## src/rtl/bsg_axil_debug_req_seq_pkg.sv

```systemverilog
// Shared types and defaults for the multi-hart AXI-Lite debug-request sequencer.
package bsg_axil_debug_pkg;

    typedef enum logic [1:0] {
        e_idle,
        e_issue,
        e_resp,
        e_next
    } state_e;

    typedef enum logic [1:0] {
        e_step_npc,
        e_step_irq_hi,
        e_step_irq_lo,
        e_step_freeze
    } step_e;

    localparam logic [1:0]  axil_resp_okay_gp       = 2'b00;
    localparam logic [31:0] default_hart_stride_gp  = 32'h0100_0000;
    localparam logic [31:0] default_npc_addr_gp     = 32'h0020_0010;
    localparam logic [31:0] default_npc_data_gp     = 32'h0013_0800;
    localparam logic [31:0] default_irq_addr_gp     = 32'h0030_c000;
    localparam logic [31:0] default_freeze_addr_gp  = 32'h0020_0008;

    function automatic int unsigned lg_min1(int unsigned n);
        return (n > 1) ? $clog2(n) : 1;
    endfunction

endpackage

```

## src/rtl/bsg_axil_debug_req_seq_if.sv

```systemverilog
// AXI-Lite write-only bus (AW, W, B) between the debug sequencer and the config space.
interface bsg_axil_debug_req_seq_if #(
    parameter int unsigned addr_width_p = 32,
    parameter int unsigned data_width_p = 32
);
    logic [addr_width_p-1:0]   awaddr;
    logic [2:0]                awprot;
    logic                      awvalid;
    logic                      awready;
    logic [data_width_p-1:0]   wdata;
    logic [data_width_p/8-1:0] wstrb;
    logic                      wvalid;
    logic                      wready;
    logic [1:0]                bresp;
    logic                      bvalid;
    logic                      bready;

    modport master (
        output awaddr, awprot, awvalid, wdata, wstrb, wvalid, bready,
        input  awready, wready, bresp, bvalid
    );

    modport slave (
        input  awaddr, awprot, awvalid, wdata, wstrb, wvalid, bready,
        output awready, wready, bresp, bvalid
    );
endinterface

```

## src/rtl/bsg_axil_debug_req_seq_arb.sv

```systemverilog
// Combinational round-robin pick: lowest requesting index at or above ptr_i, wrapping.
module bsg_arb_round_robin
    import bsg_axil_debug_pkg::*;
#(
    parameter  int unsigned width_p     = 4,
    localparam int unsigned lg_width_lp = lg_min1(width_p)
) (
    input  logic [width_p-1:0]     reqs_i,
    input  logic [lg_width_lp-1:0] ptr_i,
    output logic                   v_o,
    output logic [lg_width_lp-1:0] sel_o
);
    logic hi_found;

    // First pass covers [ptr, width); second pass wraps to [0, ptr).
    always_comb begin
        v_o      = 1'b0;
        sel_o    = '0;
        hi_found = 1'b0;
        for (int unsigned j = 0; j < width_p; j++) begin
            if (!hi_found && reqs_i[j] && (j >= 32'(ptr_i))) begin
                hi_found = 1'b1;
                sel_o    = lg_width_lp'(j);
            end
        end
        if (hi_found) begin
            v_o = 1'b1;
        end else begin
            for (int unsigned j = 0; j < width_p; j++) begin
                if (!v_o && reqs_i[j]) begin
                    v_o   = 1'b1;
                    sel_o = lg_width_lp'(j);
                end
            end
        end
    end
endmodule

```

## src/rtl/bsg_axil_debug_req_seq.sv

```systemverilog
// Converts per-hart debug halt requests and freeze commands into AXI-Lite write
// sequences (NPC, IRQ raise, IRQ lower), one write outstanding, round-robin over harts.
module bsg_axil_debug_req_seq
    import bsg_axil_debug_pkg::*;
#(
    parameter  int unsigned num_harts_p       = 4,
    parameter  int unsigned axil_addr_width_p = 32,
    parameter  int unsigned axil_data_width_p = 32,
    parameter  logic [31:0] hart_stride_p     = default_hart_stride_gp,
    parameter  logic [31:0] npc_addr_p        = default_npc_addr_gp,
    parameter  logic [31:0] npc_data_p        = default_npc_data_gp,
    parameter  logic [31:0] irq_addr_p        = default_irq_addr_gp,
    parameter  logic [31:0] freeze_addr_p     = default_freeze_addr_gp,
    parameter  bit          send_npc_p        = 1'b1,
    localparam int unsigned hart_w_lp         = lg_min1(num_harts_p)
) (
    input  logic                   clk_i,
    input  logic                   rst_ni,
    input  logic [num_harts_p-1:0] debug_req_i,
    input  logic                   freeze_v_i,
    input  logic [hart_w_lp-1:0]   freeze_hart_i,
    input  logic                   freeze_val_i,
    output logic                   freeze_ready_and_o,
    output logic                   busy_o,
    output logic [num_harts_p-1:0] err_o,
    input  logic                   err_clr_i,
    bsg_axil_debug_req_seq_if.master m_axil
);
    state_e                 state_r;
    step_e                  step_r;
    logic [hart_w_lp-1:0]   hart_r, ptr_r;
    logic                   freeze_val_r;
    logic                   awvalid_r, wvalid_r, bready_r, ready_r;
    logic                   aw_done_r, w_done_r;
    logic [num_harts_p-1:0] armed_r, err_r;

    logic                   grant_v;
    logic [hart_w_lp-1:0]   grant_hart;
    logic                   aw_fin, w_fin, last_step, seq_done, resp_err;
    logic [num_harts_p-1:0] armed_clr, err_set;
    logic [axil_addr_width_p-1:0] step_base;

    bsg_arb_round_robin #(.width_p(num_harts_p)) arb (
        .reqs_i (debug_req_i & armed_r),
        .ptr_i  (ptr_r),
        .v_o    (grant_v),
        .sel_o  (grant_hart)
    );

    assign aw_fin    = aw_done_r | (awvalid_r & m_axil.awready);
    assign w_fin     = w_done_r  | (wvalid_r  & m_axil.wready);
    assign last_step = (step_r == e_step_irq_lo) || (step_r == e_step_freeze);
    assign seq_done  = (state_r == e_next) && (step_r == e_step_irq_lo);
    assign resp_err  = (state_r == e_resp) && bready_r && m_axil.bvalid
                       && (m_axil.bresp != axil_resp_okay_gp);

    always_comb begin
        armed_clr = '0;
        err_set   = '0;
        for (int unsigned h = 0; h < num_harts_p; h++) begin
            armed_clr[h] = seq_done && (hart_r == hart_w_lp'(h));
            err_set[h]   = resp_err && (hart_r == hart_w_lp'(h));
        end
    end

    // Clear beats re-arm in the completion cycle so a low request re-arms one cycle later.
    always_ff @(posedge clk_i or negedge rst_ni) begin
        if (!rst_ni) begin
            armed_r <= '1;
            err_r   <= '0;
        end else begin
            armed_r <= (armed_r | ~debug_req_i) & ~armed_clr;
            err_r   <= (err_clr_i ? '0 : err_r) | err_set;
        end
    end

    always_ff @(posedge clk_i or negedge rst_ni) begin
        if (!rst_ni) begin
            state_r      <= e_idle;
            step_r       <= e_step_npc;
            hart_r       <= '0;
            ptr_r        <= '0;
            freeze_val_r <= 1'b0;
            awvalid_r    <= 1'b0;
            wvalid_r     <= 1'b0;
            bready_r     <= 1'b0;
            ready_r      <= 1'b0;
            aw_done_r    <= 1'b0;
            w_done_r     <= 1'b0;
        end else begin
            unique case (state_r)
                e_idle: begin
                    ready_r <= 1'b1;
                    if (freeze_v_i && ready_r) begin
                        hart_r       <= freeze_hart_i;
                        freeze_val_r <= freeze_val_i;
                        step_r       <= e_step_freeze;
                        awvalid_r    <= 1'b1;
                        wvalid_r     <= 1'b1;
                        ready_r      <= 1'b0;
                        state_r      <= e_issue;
                    end else if (grant_v) begin
                        hart_r    <= grant_hart;
                        step_r    <= send_npc_p ? e_step_npc : e_step_irq_hi;
                        awvalid_r <= 1'b1;
                        wvalid_r  <= 1'b1;
                        ready_r   <= 1'b0;
                        state_r   <= e_issue;
                    end
                end
                e_issue: begin
                    if (m_axil.awready) awvalid_r <= 1'b0;
                    if (m_axil.wready)  wvalid_r  <= 1'b0;
                    if (aw_fin && w_fin) begin
                        aw_done_r <= 1'b0;
                        w_done_r  <= 1'b0;
                        bready_r  <= 1'b1;
                        state_r   <= e_resp;
                    end else begin
                        aw_done_r <= aw_fin;
                        w_done_r  <= w_fin;
                    end
                end
                e_resp: begin
                    if (m_axil.bvalid) begin
                        bready_r <= 1'b0;
                        state_r  <= e_next;
                    end
                end
                e_next: begin
                    if (last_step) begin
                        ptr_r   <= (hart_r == hart_w_lp'(num_harts_p - 1)) ? '0 : hart_r + 1'b1;
                        ready_r <= 1'b1;
                        state_r <= e_idle;
                    end else begin
                        step_r    <= (step_r == e_step_npc) ? e_step_irq_hi : e_step_irq_lo;
                        awvalid_r <= 1'b1;
                        wvalid_r  <= 1'b1;
                        state_r   <= e_issue;
                    end
                end
            endcase
        end
    end

    always_comb begin
        m_axil.wdata = '0;
        unique case (step_r)
            e_step_npc: begin
                step_base    = axil_addr_width_p'(npc_addr_p);
                m_axil.wdata = axil_data_width_p'(npc_data_p);
            end
            e_step_irq_hi: begin
                step_base       = axil_addr_width_p'(irq_addr_p);
                m_axil.wdata[0] = 1'b1;
            end
            e_step_irq_lo: begin
                step_base = axil_addr_width_p'(irq_addr_p);
            end
            e_step_freeze: begin
                step_base       = axil_addr_width_p'(freeze_addr_p);
                m_axil.wdata[0] = freeze_val_r;
            end
        endcase
    end

    assign m_axil.awaddr  = step_base
                          + axil_addr_width_p'(hart_r) * axil_addr_width_p'(hart_stride_p);
    assign m_axil.awprot  = 3'b000;
    assign m_axil.awvalid = awvalid_r;
    assign m_axil.wstrb   = '1;
    assign m_axil.wvalid  = wvalid_r;
    assign m_axil.bready  = bready_r;

    assign freeze_ready_and_o = ready_r;
    assign busy_o             = (state_r != e_idle);
    assign err_o              = err_r;
endmodule
```

## src/flat_wrapper.sv

```systemverilog
// flat-port wrapper written by rule: the top's interface ports become plain ports
module bsg_axil_debug_req_seq_flat import bsg_axil_debug_pkg::*;
#(
    parameter  int unsigned num_harts_p       = 4,
    parameter  int unsigned axil_addr_width_p = 32,
    parameter  int unsigned axil_data_width_p = 32,
    parameter  logic [31:0] hart_stride_p     = default_hart_stride_gp,
    parameter  logic [31:0] npc_addr_p        = default_npc_addr_gp,
    parameter  logic [31:0] npc_data_p        = default_npc_data_gp,
    parameter  logic [31:0] irq_addr_p        = default_irq_addr_gp,
    parameter  logic [31:0] freeze_addr_p     = default_freeze_addr_gp,
    parameter  bit          send_npc_p        = 1'b1,
    localparam int unsigned hart_w_lp         = lg_min1(num_harts_p)
)
  (clk_i, rst_ni, debug_req_i, freeze_v_i, freeze_hart_i, freeze_val_i, freeze_ready_and_o, busy_o, err_o, err_clr_i, m_axil_awaddr, m_axil_awprot, m_axil_awvalid, m_axil_wdata, m_axil_wstrb, m_axil_wvalid, m_axil_bready, m_axil_awready, m_axil_wready, m_axil_bresp, m_axil_bvalid);
  bsg_axil_debug_req_seq_if m_axil_i ();
  input  logic clk_i;
  input  logic rst_ni;
  input  logic [num_harts_p-1:0] debug_req_i;
  input  logic freeze_v_i;
  input  logic [hart_w_lp-1:0] freeze_hart_i;
  input  logic freeze_val_i;
  output logic freeze_ready_and_o;
  output logic busy_o;
  output logic [num_harts_p-1:0] err_o;
  input  logic err_clr_i;
  output wire logic [$bits(m_axil_i.awaddr)-1:0] m_axil_awaddr;
  output wire logic [$bits(m_axil_i.awprot)-1:0] m_axil_awprot;
  output wire logic [$bits(m_axil_i.awvalid)-1:0] m_axil_awvalid;
  output wire logic [$bits(m_axil_i.wdata)-1:0] m_axil_wdata;
  output wire logic [$bits(m_axil_i.wstrb)-1:0] m_axil_wstrb;
  output wire logic [$bits(m_axil_i.wvalid)-1:0] m_axil_wvalid;
  output wire logic [$bits(m_axil_i.bready)-1:0] m_axil_bready;
  input wire logic [$bits(m_axil_i.awready)-1:0] m_axil_awready;
  input wire logic [$bits(m_axil_i.wready)-1:0] m_axil_wready;
  input wire logic [$bits(m_axil_i.bresp)-1:0] m_axil_bresp;
  input wire logic [$bits(m_axil_i.bvalid)-1:0] m_axil_bvalid;
  assign m_axil_awaddr = m_axil_i.awaddr;
  assign m_axil_awprot = m_axil_i.awprot;
  assign m_axil_awvalid = m_axil_i.awvalid;
  assign m_axil_wdata = m_axil_i.wdata;
  assign m_axil_wstrb = m_axil_i.wstrb;
  assign m_axil_wvalid = m_axil_i.wvalid;
  assign m_axil_bready = m_axil_i.bready;
  assign m_axil_i.awready = m_axil_awready;
  assign m_axil_i.wready = m_axil_wready;
  assign m_axil_i.bresp = m_axil_bresp;
  assign m_axil_i.bvalid = m_axil_bvalid;
  bsg_axil_debug_req_seq #(.num_harts_p(num_harts_p), .axil_addr_width_p(axil_addr_width_p), .axil_data_width_p(axil_data_width_p), .hart_stride_p(hart_stride_p), .npc_addr_p(npc_addr_p), .npc_data_p(npc_data_p), .irq_addr_p(irq_addr_p), .freeze_addr_p(freeze_addr_p), .send_npc_p(send_npc_p)) u_core (.clk_i(clk_i), .rst_ni(rst_ni), .debug_req_i(debug_req_i), .freeze_v_i(freeze_v_i), .freeze_hart_i(freeze_hart_i), .freeze_val_i(freeze_val_i), .freeze_ready_and_o(freeze_ready_and_o), .busy_o(busy_o), .err_o(err_o), .err_clr_i(err_clr_i), .m_axil(m_axil_i));
endmodule
```

## config.mk

```make
export PLATFORM = sky130hd
export DESIGN_NAME = bsg_axil_debug_req_seq_flat
export DESIGN_NICKNAME = d
export VERILOG_FILES = /design/src/rtl/bsg_axil_debug_req_seq_pkg.sv /design/src/rtl/bsg_axil_debug_req_seq_if.sv /design/src/rtl/bsg_axil_debug_req_seq_arb.sv /design/src/rtl/bsg_axil_debug_req_seq.sv /design/src/flat_wrapper.sv
export SDC_FILE = /design/constraint.sdc
export NUM_CORES = 1
export LEC_CHECK = 0
export ABC_AREA = 1
export BUFFER_PORTS_ARGS = -buffer_cell sky130_fd_sc_hd__buf_2
export CAP_MARGIN = 5
export CELL_PAD_IN_SITES_DETAIL_PLACEMENT = 1
export CELL_PAD_IN_SITES_GLOBAL_PLACEMENT = 1
export CORE_ASPECT_RATIO = 1.75
export CORE_MARGIN = 1
export CORE_UTILIZATION = 34
export CTS_CLUSTER_DIAMETER = 30
export CTS_CLUSTER_SIZE = 20
export DETAILED_ROUTE_END_ITERATION = 6
export PLACE_DENSITY = 0.91
export SLEW_MARGIN = 20
export SYNTH_ARGS = -nofsm -noshare
export SYNTH_HDL_FRONTEND = slang
export SYNTH_SLANG_ARGS = --single-unit
export TNS_END_PERCENT = 30
```

## constraint.sdc

```tcl
create_clock -name clk_i -period 2.6 [get_ports clk_i]
set_input_delay 0 -clock clk_i [delete_from_list [all_inputs] [get_ports clk_i]]
set_output_delay 0 -clock clk_i [all_outputs]
set_load 0.01 [all_outputs]
```

==> out/qor.yml <==
run_status:
  status: "completed"
place:
  dp.cells: 344
  pre_cts_ws_ns: 1.01
  place_congestion: 0.781
  hpwl_um: 3330
  numPortBuffers: 36
die:
  die_h_um: 101
  pin_count: 96
  fp.dieW_um: 58.6
  rows: 35
  initial_core_util_pct: 35.6
  die-area_um2: 5910
  fp.coreArea_um2: 5340
sta:
  fin_crit_sh_pct: 60.1
  finalSetupTns_ns: 0
  layout_setup_ws_ns: 1.04
  slew_violations: 0
  relSlewSlack_pct: 65.1
  finalClockSkew_ns: 0.00893
  clock.fmax_mhz: 640
  min_period_ns: 1.56
  grt_setup_unrepaired: "false"
  hold_viol_final: 0
  setup_viol: 0
  worst_pin_slew_ns: 0.524
grt:
  grt_pass1_vias: 1428
  antenna_found_initial: 0
  gr-total-overflow: 0
  grt_use_total_pct: 14.7
  grt_first_pass_wirelength_um: 6490
  grt_max_degree: 24
clock_network:
  clkLatencyLatePin_ns: 0.28
  cts_buffers: 3
  cts_root_buf: "clkbuf_8"
  cts.path.max_buffers: 2
  cts_max_level: 1
  clock_sinks: 23
  clk_pin_slew_ns: 0.09
  cts_tree: "done"
detailed_routing:
  via_per_inst: 4.13
  num_vias: 1448
  routed_wl_um: 4010
  firstDrtPassIters: 4
  drtAntennaViolNets: 0
  wl_per_cell_um: 11.4
  drtIter0Drc: 24
  drc: 0
critical_path:
  cp-start-kind: "flop"
  crit_type: "reg -> reg"
  cp_max_fo: 4
  cp.arrival_ns: 1.74
  path_common_cell: "nand2_1"
  cp.required_ns: 2.77
  end_kind: "flop"
  crit_buf_inv: 2
  worstPathCellList: "inv_1 -> ha_1 -> o21ai_2 -> inv_1 -> nor2_1 -> nand2_1 -> nand2_1 -> nand2_1"
  cp_slowest_cell: "dfrtp_1"
  slowest_delay_ns: 0.39
  path_delay_family: "flip-flops"
power:
  combPwrFrac_pct: 13.4
  clkPwrFrac_pct: 34.2
  switching_share_pct: 28.8
  internal_power_uw: 486
  p_seq_share_pct: 52.4
  power_density_nw_per_um2: 345
  ir_drop_mv: 0.177
  p_sw_uw: 197
  p_leak_nw: 1.15
min_path:
  min_path_type: "in -> reg"
logic_synthesis:
  avgSynthCellArea_um2: 7.86
  syn_area_um2: 1900
  synthCells: 242
  yosys_warnings: 0
  ys_types: 24
  ys_ff_latch: 23
  seq_area_frac_synth_pct: 30.5
layout:
  area.sequential_um2: 581
  fillers: 724
  multi_input_area_um2: 910
  finalNonFillerCells: 351
  layout_common_cells: "conb_1 (59), nand2_1 (40), buf_2 (36)"
  syn2layout_area_growth_pct: 4.08
  final_common_cell: "conb_1"
  drive_above_1_share_pct: 23.5
  finalNetCount: 307
  antenna_cells: 0
job:
  maxCapViolations: 0
==> final timing paths <==
| kind | startpoint | to | slack (ns) | cells past startpoint |
|---|---|---|---|---|
| setup / recovery | u_core.step_r[0] | u_core.m_axil.wvalid | 1.04 | 8 |
| hold / removal | debug_req_i[0] | u_core.armed_r[0] | 0.01 | 4 |
| setup reg to reg | u_core.step_r[0] | u_core.m_axil.wvalid | 1.04 | 8 |
| hold reg to reg | u_core.freeze_val_r | u_core.freeze_val_r | 0.52 | 2 |
| max in group asynchronous | rst_ni | u_core.armed_r[1] | 1.99 | 2 |
| min in group asynchronous | rst_ni | u_core.aw_done_r | 0.24 | 2 |
==> metrics by stage <==
stage	instance area [um2]	total power [mW]	util, %	hold WS (ns)
after floorplan	2120	0.489	-	-0.296
after detailed placement	1900	0.451	35.6	0.00216
final	1980	0.682	37.1	0.0124
after global placement	1900	0.449	35.6	-0.000409
after global routing	1980	0.713	37.1	0.0489
after CTS	1980	0.687	37.1	0.0120
==> per-layer routing <==
layer	share of wire, %	routed length [um]	up-vias	GRT usage [%]
met5	0	0	-	0
met4	1.6	66	0	6.41
met3	5.7	227	6	1.54
met2	60	2390	74	30.8
met1	33	1330	675	13.3
li1	-	-	693	-
==> power by group through the flow <==
stage | Clock (mW) | Combinational, mW | Sequential [mW]
after CTS | 0.239 | 0.0901 | 0.358
after global placement | 0 | 0.0840 | 0.365
final | 0.233 | 0.0916 | 0.358
after global routing | 0.251 | 0.104 | 0.358
after detailed placement | 0 | 0.0860 | 0.365
after floorplan | 0 | 0.125 | 0.365
==> synthesized netlist by cell type <==
master,count,area (um2)
buf_4,65,488
nand2_1,40,150
inv_1,33,124
dfrtp_1,19,475
ha_1,13,163
nor2_1,11,41.3
o22ai_1,8,50.1
a21oi_1,7,35.0
nand2_2,7,43.8
o21ai_0,7,35.0
nand3_1,6,30.0
dfstp_2,4,105
inv_2,4,15.0
nand3_2,3,30.0
o21ai_2,3,26.3
a21oi_2,2,17.5
conb_1,2,7.51
o21ai_1,2,10.0
a21o_1,1,7.51
nand4_4,1,21.3
nor2_2,1,6.26
nor3_1,1,5.00
o2111ai_1,1,8.76
o31ai_1,1,7.51
==> layout make-up <==
class / instances / share of cell area (%)
Clock buffer: 3 / 2.08
Timing Repair Buffer: 39 / 10.6
Multi-Input combinational cell: 174 / 45.9
Inverter: 37 / 7.01
Clock inverter: 1 / 0.379
Tap cell: 74 / 4.67
Sequential cell: 23 / 29.3
==> worst min-delay path, cell delays in order <==
cell     delay [ns]
buf_2          0.11
inv_1          0.05
o22ai_1        0.06
inv_1          0.05
==> flip-flops by register name, summed over array words and instances (netlist names), 2 cells and up <==
signal          flops
u_core.err_o        4
u_core.hart_r       2
u_core.armed_r      4
u_core.ptr_r        2
u_core.step_r       2
u_core.state_r      2
==> timing repair <==
item	CTS	global route
buffers inserted	0	0
resized for setup	0	0
endpoints found under the hold margin	24	0
hold buffers	3	0
setup endpoints to repair	0	0
==> logic make-up (layout without fill, tap and decap cells) <==
group	count (synthesis)	count (layout)	share of synthesized area, %
AOI/OAI and AO/OA	32	32	10.4
adders and majority gates	13	13	8.55
buffers and inverters	102	80	32.9
DFF	23	23	30.5
other	2	59	0.395
and+or+nand+nor	70	70	17.2
Note: power is estimated with default switching activity, not from simulation.
